<file path="config.mk">
export PLATFORM = sky130hd
export DESIGN_NAME = mem_bus_arbiter
export DESIGN_NICKNAME = d
export VERILOG_FILES = /design/src/rtl/mem_bus_arbiter_pkg.sv /design/src/rtl/mem_bus_arbiter_pick.sv /design/src/rtl/mem_bus_arbiter.sv
export SDC_FILE = /design/constraint.sdc
export NUM_CORES = 1
export LEC_CHECK = 0
export ABC_AREA = 0
export BUFFER_PORTS_ARGS = -buffer_cell sky130_fd_sc_hd__buf_4
export CELL_PAD_IN_SITES_DETAIL_PLACEMENT = 0
export CELL_PAD_IN_SITES_GLOBAL_PLACEMENT = 2
export CORE_UTILIZATION = 20
export CTS_BUF_LIST = sky130_fd_sc_hd__clkbuf_8
export CTS_CLUSTER_DIAMETER = 30
export DETAILED_ROUTE_END_ITERATION = 12
export PLACE_DENSITY = 0.8
export SYNTH_ARGS = -nofsm -noshare
export SYNTH_HDL_FRONTEND = slang
export SYNTH_SLANG_ARGS = --single-unit
export TNS_END_PERCENT = 10
</file>
<file path="constraint.sdc">
create_clock -name clk -period 2.1 [get_ports clk]
set_clock_uncertainty 0.1 [all_clocks]
set_input_delay 0.315 -clock clk [delete_from_list [all_inputs] [get_ports clk]]
set_output_delay 0.315 -clock clk [all_outputs]
set_load 0.01 [all_outputs]
</file>
<file path="src/rtl/mem_bus_arbiter_pkg.sv">
// mem_bus_arbiter_pkg: state and owner encodings shared by the RAM arbiter files
package mem_bus_arbiter_pkg;
  typedef enum logic [1:0] {
    ARB_ST_IDLE    = 2'b00,
    ARB_ST_GNT_IFU = 2'b01,
    ARB_ST_GNT_LSU = 2'b10,
    ARB_ST_LOCK    = 2'b11
  } arb_st_e;
  localparam logic [1:0] ARB_OWN_NONE = 2'b00;
  localparam logic [1:0] ARB_OWN_IFU  = 2'b01;
  localparam logic [1:0] ARB_OWN_LSU  = 2'b10;
endpackage

</file>
<file path="src/rtl/mem_bus_arbiter_pick.sv">
// mem_bus_arbiter_pick: one-hot winner select, fixed LSU priority or round-robin under MEM_ARB_RR_EN
module mem_bus_arbiter_pick (
  input  logic ifu_valid,
  input  logic lsu_valid,
`ifdef MEM_ARB_RR_EN
  input  logic prio_ifu,
`endif
  output logic gnt_ifu,
  output logic gnt_lsu
);
  // a tie goes to the requester that lost the previous grant, or always to the LSU without round-robin
  always_comb begin
`ifdef MEM_ARB_RR_EN
    gnt_lsu = lsu_valid && (!ifu_valid || !prio_ifu);
    gnt_ifu = ifu_valid && (!lsu_valid || prio_ifu);
`else
    gnt_lsu = lsu_valid;
    gnt_ifu = ifu_valid && !lsu_valid;
`endif
  end
endmodule

</file>
<file path="src/rtl/mem_bus_arbiter.sv">
// mem_bus_arbiter: shares the single-port RAM between IFU and LSU with RMW lock; MEM_ARB_RR_EN enables round-robin ties
module mem_bus_arbiter
  import mem_bus_arbiter_pkg::*;
#(
  parameter int AW = 32,
  parameter int DW = 32
) (
  input  logic          clk,
  input  logic          rst_n,
  input  logic          ifu_req_valid,
  input  logic [AW-1:0] ifu_req_addr,
  output logic          ifu_req_ready,
  output logic          ifu_rsp_valid,
  output logic [DW-1:0] ifu_rsp_rdata,
  input  logic          lsu_req_valid,
  input  logic          lsu_req_wr,
  input  logic          lsu_req_lock,
  input  logic [AW-1:0] lsu_req_addr,
  input  logic [DW-1:0] lsu_req_wdata,
  output logic          lsu_req_ready,
  output logic          lsu_rsp_valid,
  output logic [DW-1:0] lsu_rsp_rdata,
  output logic          ram_valid,
  output logic          ram_wr,
  output logic          ram_rd,
  output logic [AW-1:0] ram_addr,
  output logic [DW-1:0] ram_wdata,
  input  logic [DW-1:0] ram_rdata,
  input  logic          ram_ready,
  output logic [1:0]    arb_owner
);
  arb_st_e       state, state_nxt;
  logic [AW-3:0] addr_q;
  logic [DW-1:0] wdata_q;
  logic          wr_q, lock_q;
  logic          gnt_ifu, gnt_lsu, idle, busy, acc_ifu, acc_lsu, done;
`ifdef MEM_ARB_RR_EN
  logic          prio_ifu;
`endif
  mem_bus_arbiter_pick u_pick (
    .ifu_valid (ifu_req_valid),
    .lsu_valid (lsu_req_valid),
`ifdef MEM_ARB_RR_EN
    .prio_ifu  (prio_ifu),
`endif
    .gnt_ifu   (gnt_ifu),
    .gnt_lsu   (gnt_lsu)
  );
  // accept/complete qualifiers; everything is forced quiet while rst_n is low
  always_comb begin
    idle    = rst_n && state == ARB_ST_IDLE;
    busy    = rst_n && (state == ARB_ST_GNT_IFU || state == ARB_ST_GNT_LSU);
    acc_ifu = idle && gnt_ifu;
    acc_lsu = (idle && gnt_lsu) || (rst_n && state == ARB_ST_LOCK && lsu_req_valid);
    done    = busy && ram_ready;
  end
  // state register
  always_ff @(posedge clk) begin
    if (!rst_n) state <= ARB_ST_IDLE;
    else        state <= state_nxt;
  end
  // next state: grant from IDLE/LOCK, hold grant until the RAM completes
  always_comb begin
    state_nxt = state;
    case (state)
      ARB_ST_IDLE:    state_nxt = acc_lsu ? ARB_ST_GNT_LSU : acc_ifu ? ARB_ST_GNT_IFU : ARB_ST_IDLE;
      ARB_ST_LOCK:    state_nxt = acc_lsu ? ARB_ST_GNT_LSU : ARB_ST_LOCK;
      ARB_ST_GNT_IFU: state_nxt = ram_ready ? ARB_ST_IDLE : ARB_ST_GNT_IFU;
      default:        state_nxt = ram_ready ? (lock_q ? ARB_ST_LOCK : ARB_ST_IDLE) : ARB_ST_GNT_LSU;
    endcase
  end
  // latch the accepted command so it replays unchanged while the RAM stalls
  always_ff @(posedge clk) begin
    if (!rst_n) begin
      addr_q  <= '0;
      wdata_q <= '0;
      wr_q    <= 1'b0;
      lock_q  <= 1'b0;
    end else if (acc_lsu) begin
      addr_q  <= lsu_req_addr[AW-1:2];
      wdata_q <= lsu_req_wdata;
      wr_q    <= lsu_req_wr;
      lock_q  <= lsu_req_lock;
    end else if (acc_ifu) begin
      addr_q  <= ifu_req_addr[AW-1:2];
      wdata_q <= '0;
      wr_q    <= 1'b0;
      lock_q  <= 1'b0;
    end
  end
`ifdef MEM_ARB_RR_EN
  // the loser of each IDLE grant gets priority on the next tie
  always_ff @(posedge clk) begin
    if (!rst_n)                        prio_ifu <= 1'b0;
    else if (acc_ifu || (idle && acc_lsu)) prio_ifu <= acc_lsu;
  end
`endif
  // outputs: handshakes, RAM command replay and response routing
  always_comb begin
    ifu_req_ready = acc_ifu;
    lsu_req_ready = acc_lsu;
    ram_valid     = busy;
    ram_wr        = busy && wr_q;
    ram_rd        = busy && !wr_q;
    ram_addr      = busy ? {2'b00, addr_q} : '0;
    ram_wdata     = busy ? wdata_q : '0;
    ifu_rsp_valid = done && state == ARB_ST_GNT_IFU;
    lsu_rsp_valid = done && state == ARB_ST_GNT_LSU;
    ifu_rsp_rdata = ifu_rsp_valid ? ram_rdata : '0;
    lsu_rsp_rdata = (lsu_rsp_valid && !wr_q) ? ram_rdata : '0;
    arb_owner     = !rst_n ? ARB_OWN_NONE :
                    state == ARB_ST_GNT_IFU ? ARB_OWN_IFU :
                    state == ARB_ST_IDLE ? ARB_OWN_NONE : ARB_OWN_LSU;
  end
endmodule
</file>
==> insert_results.sql <==
INSERT INTO impl_metrics (metric_group, metric, value, unit) VALUES
('sta', 'post-route-period-util', '1.09', ''),
('critical_path', 'critical_path_required', '1680', 'ps'),
('synthesis', 'synth_area_per_cell', '9.30', 'um2'),
('critical_path', 'critical_path_arrival', '1870', 'ps'),
('floorplanning', 'fp.dieArea', '0.0171', 'mm2'),
('floorplanning', 'x_dimension_of_the_die', '131', 'um'),
('clocking', 'cts_hold_buffers', '0', ''),
('grt', 'grt_use_total', '0.147', ''),
('clocking', 'cts_max_path_buffers', '2', ''),
('power', 'peak_supply_drop', '0.293', 'mV'),
('grt', 'grt_max_degree', '51', ''),
('min_path', 'min_path_type', 'input pin to flip-flop', ''),
('floorplanning', 'die_height', '131', 'um'),
('critical_path', 'worstPathMaxFanout', '8', ''),
('power', 'power_per_cell_area', '577', 'mW/mm2'),
('routing', 'detailroute.via_count', '3705', ''),
('grt', 'remaining_overflow_grt', '0', ''),
('synthesis', 'number_of_distinct_library_cell_variants_in_the_gate_level_netlist_after_synthesis', '27', ''),
('routing', 'finalWirelength', '13300', 'um'),
('finish', 'post_route_cells_drive_above_1_share', '0.524', ''),
('flow_run', 'timing.max_cap.violations', '0', ''),
('clocking', 'worst_skew_late_latency', '350', 'ps'),
('clocking', 'htree_num_levels', '3', ''),
('power', 'seq_power_share', '0.417', ''),
('synthesis', 'post_synth_main_area_contributors', 'sky130_fd_sc_hd__dfxtp_1 (40%), sky130_fd_sc_hd__and2_1 (18%), sky130_fd_sc_hd__and3_1 (12%)', ''),
('placement', 'placedInstanceArea', '0.00554', 'mm2'),
('synthesis', 'syn-instance-count', '356', ''),
('power', 'total_power', '3.46', 'mW'),
('finish', 'layout_commonest_cell', 'sky130_fd_sc_hd__buf_4', ''),
('grt', 'number_of_antenna_violations_at_the_first_check_in_global_routing', '0', ''),
('placement', 'gpl.final_weighted_congestion', '0.685', ''),
('sta', 'final.setup.tns', '-8520', 'ps'),
('finish', 'antennaDiodeCount', '0', ''),
('sta', 'rsz_0062_raised_after_global_routing', 'yes', ''),
('power', 'p_switching', '914', 'uW'),
('routing', 'ant_nets', '0', ''),
('sta', 'report.final.hold_viol_count', '0', ''),
('synthesis', 'synth.largest_area_cell', 'sky130_fd_sc_hd__dfxtp_1', ''),
('sta', 'achievable-frequency', '437', 'MHz'),
('placement', 'port_buffers', '265', ''),
('finish', 'stdcell_area', '0.00600', 'mm2'),
('sta', 'whs', '75.8', 'ps'),
('critical_path', 'worst-setup-path-type', 'flip-flop to output port', ''),
('grt', 'first_pass_grt_wire_length', '18800', 'um'),
('power', 'sw_frac_of_total', '0.264', ''),
('power', 'power_frac_clock', '0.346', ''),
('floorplanning', 'floorplan.initialDensity', '0.207', ''),
('status', 'failing_checks', 'negative setup slack', ''),
('finish', 'layout.cells.most_common_list', 'sky130_fd_sc_hd__buf_4 (260), sky130_fd_sc_hd__and2_1 (82), sky130_fd_sc_hd__and3_1 (64), sky130_fd_sc_hd__dfxtp_1 (64), sky130_fd_sc_hd__a22o_1 (34)', ''),
('sta', 'finalWorstSetupSlack', '-190', 'ps'),
('power', 'power.share.combinational', '0.237', ''),
('placement', 'dp_hpwl', '9100', 'um'),
('routing', 'detail_route.first_pass.iterations', '4', ''),
('critical_path', 'worst_setup_path_start_kind', 'flip-flop', ''),
('floorplanning', 'pin_count', '272', ''),
('clocking', 'clk_pin_slew_worst_paths', '80', 'ps'),
('sta', 'tightestPinTransition', '720', 'ps'),
('critical_path', 'cp-end-kind', 'output port', ''),
('synthesis', 'synth.cell_area', '0.00331', 'mm2'),
('clocking', 'tritoncts_num_sinks', '66', ''),
('sta', 'timing.slew.headroom', '0.520', ''),
('sta', 'finalSetupViolCount', '106', ''),
('grt', 'number_of_global_route_vias_before_repair', '3510', ''),
('synthesis', 'yosysWarningCount', '0', ''),
('sta', 'timing.final.max_slew_violations', '0', ''),
('status', 'outcome', 'finished with violations', ''),
('clocking', 'numCtsBuffers', '9', ''),
('finish', 'area_growth', '81.1', '%'),
('synthesis', 'synth.top_cell.area_share', '0.399', ''),
('placement', 'post_place_worst_slack', '-20.4', 'ps'),
('routing', 'detail_route.iter0.violations', '105', '');
cells in the mapped netlist, drive strengths merged:
library cell and number:
o31a 1, and2 96, nand4 1, a221o 30, a211oi 1, nand3b 1, nor2 2, a21oi 1
buf 17, ha 5, a21boi 1, nor3b 2, a22o 34, nor2b 1, clkbuf 22, a21o 1
nand2 1, nor3 1, or2 1, inv 3, and4b 1, conb 1, dfxtp 66, and3 66
power groups by stage:
stage / Clock, mW / Sequential [mW] / Combinational [mW]
final: 1.20 / 1.45 / 0.820
after global routing: 1.30 / 1.46 / 0.893
after CTS: 1.24 / 1.44 / 0.816
after detailed placement: 0 / 1.47 / 0.785
after global placement: 0 / 1.46 / 0.774
after floorplan: 0 / 1.45 / 0.381
through the flow:
step / instances / utilization
6_report: 834 / 0.375
5_1_grt: 834 / 0.375
4_1_cts: 829 / 0.365
3_5_place_dp: 812 / 0.346
3_3_place_gp: 812 / 0.346
2_1_floorplan: 357 / -
worst max-delay path, cell delays in order (launching register included):
cell	delay, ps
sky130_fd_sc_hd__dfxtp_2	350
sky130_fd_sc_hd__inv_2	60
sky130_fd_sc_hd__ha_4	280
sky130_fd_sc_hd__and2_4	140
sky130_fd_sc_hd__and3_4	270
sky130_fd_sc_hd__clkbuf_16	180
sky130_fd_sc_hd__and2_1	120
sky130_fd_sc_hd__buf_4	110
metal layers:
layer  vias to the layer above  global-route usage  wire length [um]  part of all wire
li1                       1792                   -                 -                 -
met1                      1717               0.155              5120              0.39
met2                       181               0.265              6720              0.51
met3                        15              0.0546              1260             0.095
met4                         0              0.0548               157             0.012
met5                         -                   0                 0                 0
cell type report:
cell class	instances	area, um2
well taps	216	270
repair buffers	284	2300
fillers	1658	10000
inverters	3	11.3
clock inverters	4	67.6
multi-input cells	250	1870
clock buffers	11	151
flip-flops and latches	66	1320
path summary, 6_finish.rpt:
check | start | endpoint | slack [ps] | cells past startpoint
setup reg to reg | state[0] | addr_q[2] | 150 | 5
setup / recovery | state[0] | ifu_rsp_rdata[9] | -190 | 7
hold reg to reg | wdata_q[4] | wdata_q[4] | 370 | 1
hold / removal | lsu_req_addr[14] | addr_q[12] | 80 | 2
kinds of logic after synthesis:
kind of cell / share of synthesized area
AO/OA/AOI/OAI: 0.192
AND/OR/NAND/NOR: 0.328
buffers and inverters: 0.0612
adder cells (fa/ha/maj): 0.0189
flip-flops: 0.399
other: 0.00113
sequential cells by signal (all words and copies together) (netlist names):
register  cells
addr_q       30
lock_q        1
state         2
wdata_q      32
wr_q          1
what timing repair did:
item / 4_1_cts / 5_1_grt
gates cloned: 2 / 2
setup endpoints to repair: 117 / 117
pin swaps: 2 / 5
setup buffers: 0 / 3
resized for setup: 14 / 29
hold endpoints to repair: 0 / 0
Note: power is estimated with default switching activity, not from simulation.
